==> config.mk <==
export PLATFORM = sky130hd
export DESIGN_NAME = rx_fifo_module_flat
export DESIGN_NICKNAME = d
export VERILOG_FILES = /design/src/rtl/rx_fifo_module_if.sv /design/src/rtl/rx_fifo_module.sv /design/src/flat_wrapper.sv
export SDC_FILE = /design/constraint.sdc
export NUM_CORES = 1
export LEC_CHECK = 0
export CAP_MARGIN = 20
export CORE_AREA = 3 3 112 141
export DETAILED_ROUTE_END_ITERATION = 8
export DIE_AREA = 0 0 115 144
export PLACE_DENSITY = 0.62
export SYNTH_ARGS = -nofsm -noshare
export SYNTH_HDL_FRONTEND = slang
export SYNTH_SLANG_ARGS = --single-unit
==> constraint.sdc <==
create_clock -name CLK -period 3.63 [get_ports CLK]
set_input_delay 0.726 -clock CLK [delete_from_list [all_inputs] [get_ports CLK]]
set_output_delay 0.726 -clock CLK [all_outputs]
set_load 0.02 [all_outputs]
==> src/rtl/rx_fifo_module_if.sv <==
// Byte-buffer bus between the UART receive path / host logic and rx_fifo_module.
// Master side drives the write strobe, pop request and flush; slave side is the FIFO.
interface rx_fifo_module_if #(
   parameter int ADDR_WIDTH = 4
);
   // Write side: one byte per rising edge of Rx_Done_Sig, Rx_Data stable while it is high.
   // Read side: Rd_En_Sig pops only when Empty_Sig is low. Rd_Valid_Sig qualifies Rd_Data.
   logic                  Rx_Done_Sig;
   logic [7:0]            Rx_Data;
   logic                  Rd_En_Sig;
   logic                  Clr_Sig;
   logic [7:0]            Rd_Data;
   logic                  Rd_Valid_Sig;
   logic                  Empty_Sig;
   logic                  Full_Sig;
   logic [ADDR_WIDTH:0]   Level;
   logic                  Ovf_Sig;

   modport master (
      output Rx_Done_Sig, Rx_Data, Rd_En_Sig, Clr_Sig,
      input  Rd_Data, Rd_Valid_Sig, Empty_Sig, Full_Sig, Level, Ovf_Sig
   );

   modport slave (
      input  Rx_Done_Sig, Rx_Data, Rd_En_Sig, Clr_Sig,
      output Rd_Data, Rd_Valid_Sig, Empty_Sig, Full_Sig, Level, Ovf_Sig
   );
endinterface

==> src/rtl/rx_fifo_module.sv <==
// Receive-side circular byte FIFO with edge-detected write strobe and sticky overflow flag.
// Define RX_FIFO_FWFT_EN for first-word fall-through reads; default is a registered read.
module rx_fifo_module #(
   parameter int ADDR_WIDTH = 4
) (
   input  logic              CLK,
   input  logic              RST_n,
   rx_fifo_module_if.slave   bus
);
   localparam int DEPTH = 1 << ADDR_WIDTH;
   localparam logic [ADDR_WIDTH:0]   DEPTH_LVL = {1'b1, {ADDR_WIDTH{1'b0}}};
   localparam logic [ADDR_WIDTH:0]   LVL_ONE   = {{ADDR_WIDTH{1'b0}}, 1'b1};
   localparam logic [ADDR_WIDTH-1:0] PTR_ONE   = {{(ADDR_WIDTH-1){1'b0}}, 1'b1};

   logic [7:0]            mem [DEPTH];
   logic [ADDR_WIDTH-1:0] wptr;
   logic [ADDR_WIDTH-1:0] rptr;
   logic [ADDR_WIDTH:0]   level;
   logic [ADDR_WIDTH:0]   level_nxt;
   logic                  full_q;
   logic                  empty_q;
   logic                  ovf_q;
   logic                  done_prev;
   logic                  wr_strobe;
   logic                  rd_acc;
   logic                  wr_acc;

   assign wr_strobe = bus.Rx_Done_Sig & ~done_prev;
   assign rd_acc    = bus.Rd_En_Sig & ~empty_q;
   // A full FIFO still takes a byte when the same cycle frees a slot.
   assign wr_acc    = wr_strobe & (~full_q | rd_acc);

   always_comb begin
      level_nxt = level;
      case ({wr_acc, rd_acc})
         2'b10:   level_nxt = level + LVL_ONE;
         2'b01:   level_nxt = level - LVL_ONE;
         default: level_nxt = level;
      endcase
   end

   // Storage is deliberately left out of reset and flush.
   always_ff @(posedge CLK) begin
      if (wr_acc && !bus.Clr_Sig) begin
         mem[wptr] <= bus.Rx_Data;
      end
   end

`ifdef RX_FIFO_FWFT_EN
   assign bus.Rd_Data      = mem[rptr];
   assign bus.Rd_Valid_Sig = ~empty_q;
`else
   logic [7:0] rd_data_q;
   logic       rd_valid_q;
   assign bus.Rd_Data      = rd_data_q;
   assign bus.Rd_Valid_Sig = rd_valid_q;
`endif

   always_ff @(posedge CLK or negedge RST_n) begin
      if (!RST_n) begin
         wptr      <= '0;
         rptr      <= '0;
         level     <= '0;
         full_q    <= 1'b0;
         empty_q   <= 1'b1;
         ovf_q     <= 1'b0;
         done_prev <= 1'b0;
`ifndef RX_FIFO_FWFT_EN
         rd_data_q  <= 8'h00;
         rd_valid_q <= 1'b0;
`endif
      end else begin
         // Edge register keeps tracking during a flush so an overlapping pulse is lost.
         done_prev <= bus.Rx_Done_Sig;
         if (bus.Clr_Sig) begin
            wptr    <= '0;
            rptr    <= '0;
            level   <= '0;
            full_q  <= 1'b0;
            empty_q <= 1'b1;
            ovf_q   <= 1'b0;
`ifndef RX_FIFO_FWFT_EN
            rd_valid_q <= 1'b0;
`endif
         end else begin
            if (wr_acc) wptr <= wptr + PTR_ONE;
            if (rd_acc) rptr <= rptr + PTR_ONE;
            level   <= level_nxt;
            full_q  <= (level_nxt == DEPTH_LVL);
            empty_q <= (level_nxt == '0);
            if (wr_strobe && !wr_acc) ovf_q <= 1'b1;
`ifndef RX_FIFO_FWFT_EN
            if (rd_acc) begin
               rd_data_q  <= mem[rptr];
               rd_valid_q <= 1'b1;
            end else begin
               rd_valid_q <= 1'b0;
            end
`endif
         end
      end
   end

   assign bus.Level     = level;
   assign bus.Full_Sig  = full_q;
   assign bus.Empty_Sig = empty_q;
   assign bus.Ovf_Sig   = ovf_q;
endmodule

==> src/flat_wrapper.sv <==
// flat-port wrapper written by rule: the top's interface ports become plain ports
module rx_fifo_module_flat 
#(
   parameter int ADDR_WIDTH = 4
)
  (CLK, RST_n, bus_Rx_Done_Sig, bus_Rx_Data, bus_Rd_En_Sig, bus_Clr_Sig, bus_Rd_Data, bus_Rd_Valid_Sig, bus_Empty_Sig, bus_Full_Sig, bus_Level, bus_Ovf_Sig);
  rx_fifo_module_if #(.ADDR_WIDTH(ADDR_WIDTH)) bus_i ();
  input  logic CLK;
  input  logic RST_n;
  input wire logic [$bits(bus_i.Rx_Done_Sig)-1:0] bus_Rx_Done_Sig;
  input wire logic [$bits(bus_i.Rx_Data)-1:0] bus_Rx_Data;
  input wire logic [$bits(bus_i.Rd_En_Sig)-1:0] bus_Rd_En_Sig;
  input wire logic [$bits(bus_i.Clr_Sig)-1:0] bus_Clr_Sig;
  output wire logic [$bits(bus_i.Rd_Data)-1:0] bus_Rd_Data;
  output wire logic [$bits(bus_i.Rd_Valid_Sig)-1:0] bus_Rd_Valid_Sig;
  output wire logic [$bits(bus_i.Empty_Sig)-1:0] bus_Empty_Sig;
  output wire logic [$bits(bus_i.Full_Sig)-1:0] bus_Full_Sig;
  output wire logic [$bits(bus_i.Level)-1:0] bus_Level;
  output wire logic [$bits(bus_i.Ovf_Sig)-1:0] bus_Ovf_Sig;
  assign bus_i.Rx_Done_Sig = bus_Rx_Done_Sig;
  assign bus_i.Rx_Data = bus_Rx_Data;
  assign bus_i.Rd_En_Sig = bus_Rd_En_Sig;
  assign bus_i.Clr_Sig = bus_Clr_Sig;
  assign bus_Rd_Data = bus_i.Rd_Data;
  assign bus_Rd_Valid_Sig = bus_i.Rd_Valid_Sig;
  assign bus_Empty_Sig = bus_i.Empty_Sig;
  assign bus_Full_Sig = bus_i.Full_Sig;
  assign bus_Level = bus_i.Level;
  assign bus_Ovf_Sig = bus_i.Ovf_Sig;
  rx_fifo_module #(.ADDR_WIDTH(ADDR_WIDTH)) u_core (.CLK(CLK), .RST_n(RST_n), .bus(bus_i));
endmodule
Word level (Yosys, flattened, before mapping)

Memory sizes are Yosys's and may differ from the RTL's. A register that Yosys moved wholly into a read port is not among the register bits.
Index checks and enable logic that the tools add are counted.

Add/subtract/negate cells: 4
Multiply operators: 0
Divide/modulo/power cells: 0
Order comparisons: 0
Eq/ne operators: 3
Shift operators: 0
Muxes and demuxes: 14
Bitwise logic cells: 8
Reductions and logical operators: 10

Operators by type and width:

| kind                                                                   | count |
|---|---|
| 4-bit two-way mux                                                      | 4 |
| 5-bit case mux with 2 select lines                                     | 1 |
| 4-bit by 1-bit adder with 4-bit output (second input constant)         | 2 |
| 1-bit two-way mux                                                      | 8 |
| 2-bit nonzero test                                                     | 3 |
| 5-bit by 1-bit adder with 5-bit output (second input constant)         | 1 |
| 5-bit equality test (second input constant)                            | 1 |
| 5-bit logical NOT                                                      | 1 |
| 5-bit two-way mux                                                      | 1 |
| 5-bit by 1-bit subtractor with 5-bit output (second input constant)    | 1 |
| 1-bit inverter                                                         | 4 |
| 1-bit bitwise AND                                                      | 3 |
| 1-bit logical NOT                                                      | 3 |
| 2-bit by 1-bit equality test with 1-bit output (second input constant) | 1 |
| 2-bit equality test (second input constant)                            | 1 |
| 1-bit logical AND                                                      | 2 |
| 2-bit AND reduction                                                    | 1 |
| 1-bit OR                                                               | 1 |

Bits in registers: 18
Latch bits: 0
Bits in writable memories: 128
ROM bits: 0
Output and inout port bits: 17
Memories: 1

Memory list:

| memory     | depth | width | read ports | clocked after memory_dff | write ports | line                 | source |
|---|---|---|---|---|---|---|---|
| u_core.mem | 16    | 8     | 1          | 1                        | 1           | rx_fifo_module.sv:15 | `logic [7:0] mem [DEPTH];` |

Logic depth before layout (Yosys ltp)

Gate-level depths: netlist of run 1.

Depth after elaboration: 8
Depth in mapped cells: 11

Worst setup path before layout of run 1

OpenSTA, ideal clock, no wires.

Kind: input port to flip-flop
Start: input port bus_Rx_Done_Sig
End: register u_core.full_q (netlist: u_core.bus.Full_Sig)
Setup time: 88 ps
Arrival: 2,938 ps
Data required time: 3,542 ps
Slack: 603 ps
Stages on the path: 11
Path buffers: 0
Path through: nor2b_1 a21boi_1 inv_1 ha_1 xor2_1 ha_1 a21oi_1 mux2i_1 xnor2_1 o311ai_0 nor3b_1

Cells in the longest elaborated chain, start to end: 6
Elaborated cells on any way between the ends: 7

RTL lines:

| element                                                                                      | line                 | source |
|---|---|---|
| from (decl)                                                                                  | flat_wrapper.sv:10   | `input wire logic [$bits(bus_i.Rx_Done_Sig)-1:0] bus_Rx_Done_Sig;` |
| 1-bit bitwise AND *                                                                          | rx_fifo_module.sv:28 | `assign wr_strobe = bus.Rx_Done_Sig & ~done_prev;` |
| 1-bit bitwise AND *                                                                          | rx_fifo_module.sv:31 | `assign wr_acc = wr_strobe & (~full_q \| rd_acc);` |
| 2-bit by 1-bit equality test with 1-bit output / 2-bit equality test (equally long branches) | rx_fifo_module.sv:35 | `case ({wr_acc, rd_acc})` |
| 5-bit case mux with 2 select lines *                                                         | rx_fifo_module.sv:35 |  |
| 5-bit equality test *                                                                        | rx_fifo_module.sv:89 | `full_q <= (level_nxt == DEPTH_LVL);` |
| 1-bit two-way mux *                                                                          | rx_fifo_module.sv:75 | `if (bus.Clr_Sig) begin` |
| to (signal assigned)                                                                         | rx_fifo_module.sv:89 |  |
| to (decl)                                                                                    | rx_fifo_module.sv:20 | `logic full_q;` |

Every way passes the cells marked *; elsewhere a longest branch is shown, timed or not.
A chain may end at the register's enable or synchronous reset.

Final worst setup path of run 1

Ends and elaborated chain as after synthesis.

==> results.toml, run 1 <==
[outcome]
status = "completed"

[timing]
max_clock_freq_ghz = 0.315
fin_crit_sh_pct = 87.4
relSlewSlack_pct = 34.0
setup_ws_ns = 0.457
period_minus_slack_ns = 3.17
hold_violations = 0
worstMarginPinSlew_ns = 0.991
report.final.slew_viol_count = 0
whs_ns = 0.505
rsz0062_at_grt = "false"
fin_skew_ns = 0.0115
finalSetupViolations = 0
setup_tns_ns = 0

[drt]
viasPerCell = 5.47
routed_wl_mm = 12.3
vias = 3194
dr.pass1.iters = 4
wl_per_cell_um = 21.1
drtIter0Drc = 195
ant_nets = 0
drc = 0

[worst_setup_path]
crit_top_cell = "ha_1"
worst-path-buf-inv = 2
start_kind = "input port"
endpoint_kind = "flop"
path_delay_family = "compound AO/OA/AOI/OAI gates"
max_stage_delay_ns = 0.47
path_class = "in -> reg"
cp_data_arrival_time_ns = 3.50
cp_slowest_cell = "clkdlybuf4s50_1"
cp_max_fo = 6
worstPathCellList = "clkdlybuf4s50_1 -> nor2b_1 -> a21boi_1 -> inv_1 -> ha_1 -> xor2_1 -> ha_1 -> a21oi_1 -> mux2i_1 -> xnor2_1 -> o311ai_0 -> nor3b_1"
cp.required_ns = 3.96

[final_layout]
stdcell_area_um2 = 7510
final_cell_count_no_fill = 584
final_util_pct = 51.9
fillers = 1193
drive_gt1_share_pct = 21.9
area_growth_pct = 20.2
layout.nets = 414
antenna_cells = 0
multi_input_area_um2 = 1630
regArea_um2 = 4500

[global_route]
grt_pass1_vias = 3298
grt_pass1_wl_mm = 19.1
track_usage_pct = 16.2
antenna_found_initial = 0
grt_max_degree = 22
grt_overflow = 0

[clocking]
clk_pin_slew_worst_paths_ns = 0.06
cts_buffers = 17
root_buffer = "clkbuf_16"
clock-sinks = 154
cts_setup_buffers = 0
clkLatencyLatePin_ns = 0.42
cts_tree = "done"
cts_buffer_depth = 2
hold_buffers = 0
htree_levels = 4
cts_resized = 0

[synthesis]
yosysSeqAreaShare_pct = 72.0
synth_area_um2 = 6250
synth_top_area_share_pct = 61.5
yosysTopAreaCell = "edfxtp_1"
syn_inst = 338
ys_ff_latch = 154
yosysMostFrequentCell = "edfxtp_1"
yosysUniqueCellTypes = 37
synth.avg_cell_area_um2 = 18.5
ys_top_cells_by_area = "edfxtp_1, dfrtp_1, mux4_2"
ys_top_cells_by_count = "edfxtp_1, nor2_1, dfrtp_1"
syn_nets = 359
synth_edf_count = 128
async_flop_share_pct = 16.9
ys_dominant_reg_cell = "edfxtp_1"
yosys_warnings = 0

[place]
dp_cells = 551
dp_hpwl_mm = 7.82
place_area_um2 = 6860
portBuffers = 29
place_ws_ns = 0.103
gp_congestion = 0.776

[die]
fp.dieH_um = 144
ios = 30
initial_utilization_pct = 43.2
fp.dieW_um = 115
core_um2 = 14500
fp-row-count = 49
die-area_um2 = 16600

[power]
power_density_nw_per_um2 = 607
leakage_nw = 2.55
ir_drop_mv = 0.322
power_mw = 4.56

[run]
max_cap_violations = 0

[hold_path]
hp-class = "reg -> reg"
path summary, 6_finish.rpt:
kind / startpoint / end / slack, ns / depth (start not counted)
setup / recovery: bus_Rx_Done_Sig / u_core.bus.Full_Sig$_DFF_PN0_ / 0.46 / 12
hold / removal: u_core.bus.Ovf_Sig$_DFFE_PN0P_ / u_core.bus.Ovf_Sig$_DFFE_PN0P_ / 0.51 / 2
setup reg to reg: u_core.bus.Empty_Sig$_DFF_PN1_ / u_core.bus.Full_Sig$_DFF_PN0_ / 0.87 / 11
hold reg to reg: u_core.bus.Ovf_Sig$_DFFE_PN0P_ / u_core.bus.Ovf_Sig$_DFFE_PN0P_ / 0.51 / 2
max in group asynchronous: RST_n / u_core.bus.Empty_Sig$_DFF_PN1_ / 2.34 / 3
min in group asynchronous: RST_n / u_core.bus.Level[3]$_DFF_PN0_ / 0.61 / 1
state kept, by name, summed over array words and instances (netlist names):
name,cells
u_core.wptr,4
u_core.mem,128
u_core.bus.Rd_Data,8
u_core.rptr,4
u_core.bus.Level,5
u_core.bus.Ovf_Sig,1
u_core.bus.Full_Sig,1
u_core.bus.Rd_Valid_Sig,1
u_core.bus.Empty_Sig,1
u_core.done_prev,1
cells in the final DEF (no fill, tap or decap), drive strengths merged, types with 6 or more instances in the layout:
master / n
clkinv: 6
a221o: 9
nor3: 9
mux4: 32
clkdlybuf4s50: 29
edfxtp: 128
buf: 23
mux2: 8
mux2i: 10
nor2: 34
ha: 8
dfrtp: 25
nand2: 10
inv: 9
clkbuf: 17
layout make-up:
cell class | count | share of cell area, %
clock buffer | 17 | 5.66
clock inverter | 15 | 2.65
inverter | 8 | 0.400
multi-input combinational | 160 | 21.7
sequential | 154 | 59.9
tap | 178 | 2.97
timing repair buffer | 52 | 6.76
report_power, final:
group / switching [mW] / leakage (nW) / internal, mW
Combinational: 0.299 / 0.761 / 0.347
Clock: 0.687 / 0.293 / 1.15
Sequential: 0.0906 / 1.49 / 1.99
metal layers:
metal	wire length (um)	vias to the layer above	GRT usage [%]
met5	0	-	0
met4	223	0	6.92
met3	340	14	3.89
met2	6800	54	28.4
met1	4980	1674	19.1
li1	-	1452	-
worst register-to-register path: stages (launching register included):
cell and delay, ns:
dfstp_2 0.37, nand2b_1 0.19, a21boi_1 0.26, inv_1 0.10, ha_1 0.26, xor2_1 0.19
ha_1 0.23, a21oi_1 0.18, mux2i_1 0.27, xnor2_1 0.18, o311ai_0 0.23, nor3b_1 0.23
logic make-up after synthesis:
group                    Yosys count  share of synthesized area [%]
AO/OA/AOI/OAI                     20                           2.60
multiplexers                      50                           15.1
XOR/XNOR                          10                           1.40
buffers and inverters             24                           1.98
adder cells (fa/ha/maj)            8                           1.60
flip-flops                       154                           72.0
AND/OR/NAND/NOR                   72                           5.39
No activity file was read; power rests on OpenSTA's default activity.
==> run 2, diff against run 1 <==
- GPL_TIMING_DRIVEN: default -> 0
==> results.toml, run 2 (same netlist as run 1, synthesis figures left out) <==
[die]
die-area_um2 = 16600
fp-row-count = 49
core_um2 = 14500
fp.dieH_um = 144
ios = 30
initial_utilization_pct = 43.2
fp.dieW_um = 115

[global_route]
grt_max_degree = 17
grt_pass1_vias = 3372
track_usage_pct = 16.5
grt_pass1_wl_mm = 19.3
grt_overflow = 0
antenna_found_initial = 0

[final_layout]
stdcell_area_um2 = 7330
regArea_um2 = 4500
antenna_cells = 0
fillers = 1195
drive_gt1_share_pct = 17.5
area_growth_pct = 17.4
largest_reg_flops = 128
final_cell_mix = "edfxtp_1, nor2_1, clkdlybuf4s50_1"
layout.nets = 408
layout_commonest_cell = "edfxtp_1"
multi_input_area_um2 = 1640
top_register = "u_core.mem"

[drt]
dr.pass1.iters = 4
dr_wl_met3_um = 609
drc = 0
routed_wl_mm = 12.4
drtIter0Drc = 239
wl_per_cell_um = 21.5
vias = 3147
viasPerCell = 5.44
wl_met2_mm = 6.90
met1_length_mm = 4.71
ant_nets = 0
highest_layer = "met4"

[worst_setup_path]
cp-startpoint = "bus_Rx_Done_Sig"
endpoint_kind = "flop"
reg2reg_to = "u_core.bus.Full_Sig$_DFF_PN0_"
regToRegStartpoint = "u_core.bus.Empty_Sig$_DFF_PN1_"
r2r_slack_ns = 0.78
path_class = "in -> reg"
rr_worst_depth = 11
cp_data_arrival_time_ns = 3.57
worstSetupEndpoint = "u_core.bus.Full_Sig$_DFF_PN0_"
cp_max_fo = 9
cp.required_ns = 3.96
start_kind = "input port"

[clocking]
cts_buffers = 17
cts_resized = 0
cts_setup_buffers = 0
clkLatencyLatePin_ns = 0.42
cts_buffer_depth = 2
clock-sinks = 154
htree_levels = 4
hold_buffers = 0
root_buffer = "clkbuf_16"
cts_tree = "done"
clk_pin_slew_worst_paths_ns = 0.06

[run]
max_cap_violations = 0

[timing]
worstMarginPinSlew_ns = 0.953
fin_skew_ns = 0.00733
fin_crit_sh_pct = 89.3
hold_violations = 0
rsz0062_at_grt = "false"
relSlewSlack_pct = 36.3
period_minus_slack_ns = 3.24
finalSetupViolations = 0
whs_ns = 0.508
report.final.slew_viol_count = 0
max_clock_freq_ghz = 0.308

[power]
power_density_nw_per_um2 = 588
leakage_nw = 2.44
ir_drop_mv = 0.279

[place]
dp_hpwl_mm = 8.28
gp_congestion = 0.826
portBuffers = 29
place_area_um2 = 6790

[outcome]
status = "completed"

[hold_path]
hp-class = "reg -> reg"
-- run 2: cell types whose count changed in the layout (fill, tap and decap cells not counted), sizes merged --
cell      before  now
buf           23    7
clkbuf        17   31
clkinvlp       4    2
bufinv         4    0
clkinv         6    8
-- run 2: critical path: stages --
cell             delay, ns
clkdlybuf4s50_1       0.47
nor2b_1               0.19
a21boi_4              0.33
inv_1                 0.11
ha_1                  0.27
xor2_1                0.19
ha_1                  0.22
a21oi_1               0.16
mux2i_1               0.25
xnor2_1               0.17
o311ai_0              0.23
nor3b_1               0.26
-- run 2: worst min-delay path by stage --
stage                                      startpoint                           endpoint  cells after the start
floorplan                                       RST_n      u_core.bus.Full_Sig$_DFF_PN0_                      0
CTS                    u_core.bus.Ovf_Sig$_DFFE_PN0P_     u_core.bus.Ovf_Sig$_DFFE_PN0P_                      2
detailed placement     u_core.bus.Ovf_Sig$_DFFE_PN0P_     u_core.bus.Ovf_Sig$_DFFE_PN0P_                      2
global route        u_core.bus.Rd_Data[0]$_DFFE_PN0P_  u_core.bus.Rd_Data[0]$_DFFE_PN0P_                      1
finish                 u_core.bus.Ovf_Sig$_DFFE_PN0P_     u_core.bus.Ovf_Sig$_DFFE_PN0P_                      2
global placement       u_core.bus.Ovf_Sig$_DFFE_PN0P_     u_core.bus.Ovf_Sig$_DFFE_PN0P_                      2
-- run 2: power by group --
part	total, mW	internal (mW)	leakage (nW)	switching (mW)
logic	0.698	0.356	0.686	0.341
clock network	1.57	0.906	0.261	0.662
registers	2.05	1.99	1.49	0.0565
-- run 2: area by class of cell --
| type | count | share of cell area [%] |
|---|---|---|
| clock buffers | 21 | 6.28 |
| plain buffers | 16 | 1.28 |
| repair buffers | 30 | 4.33 |
| flip-flops and latches | 154 | 61.3 |
| clock inverters | 11 | 1.01 |
| well taps | 178 | 3.04 |
| inverters | 8 | 0.409 |
| multi-input cells | 160 | 22.4 |
-- run 2: per-stage QoR --
stage          cells  setup WS, ns  TNS [ns]  utilization, %  power (mW)
2_1_floorplan    338         0.603         0               -        2.51
3_3_place_gp     545        -0.287    -0.512            46.7        2.77
3_5_place_dp     546        -0.372    -0.702            46.9        2.79
4_1_cts          578        0.0387         0            50.6        4.35
5_1_grt          578         0.104         0            50.7        4.49
6_report         578         0.388         0            50.7        4.31
-- run 2: routing by layer --
metal  global-route usage, %  up-vias
met5                       0        -
met4                    6.43        0
met3                    3.85       18
met2                    29.7       75
met1                    18.9     1623
li1                        -     1431
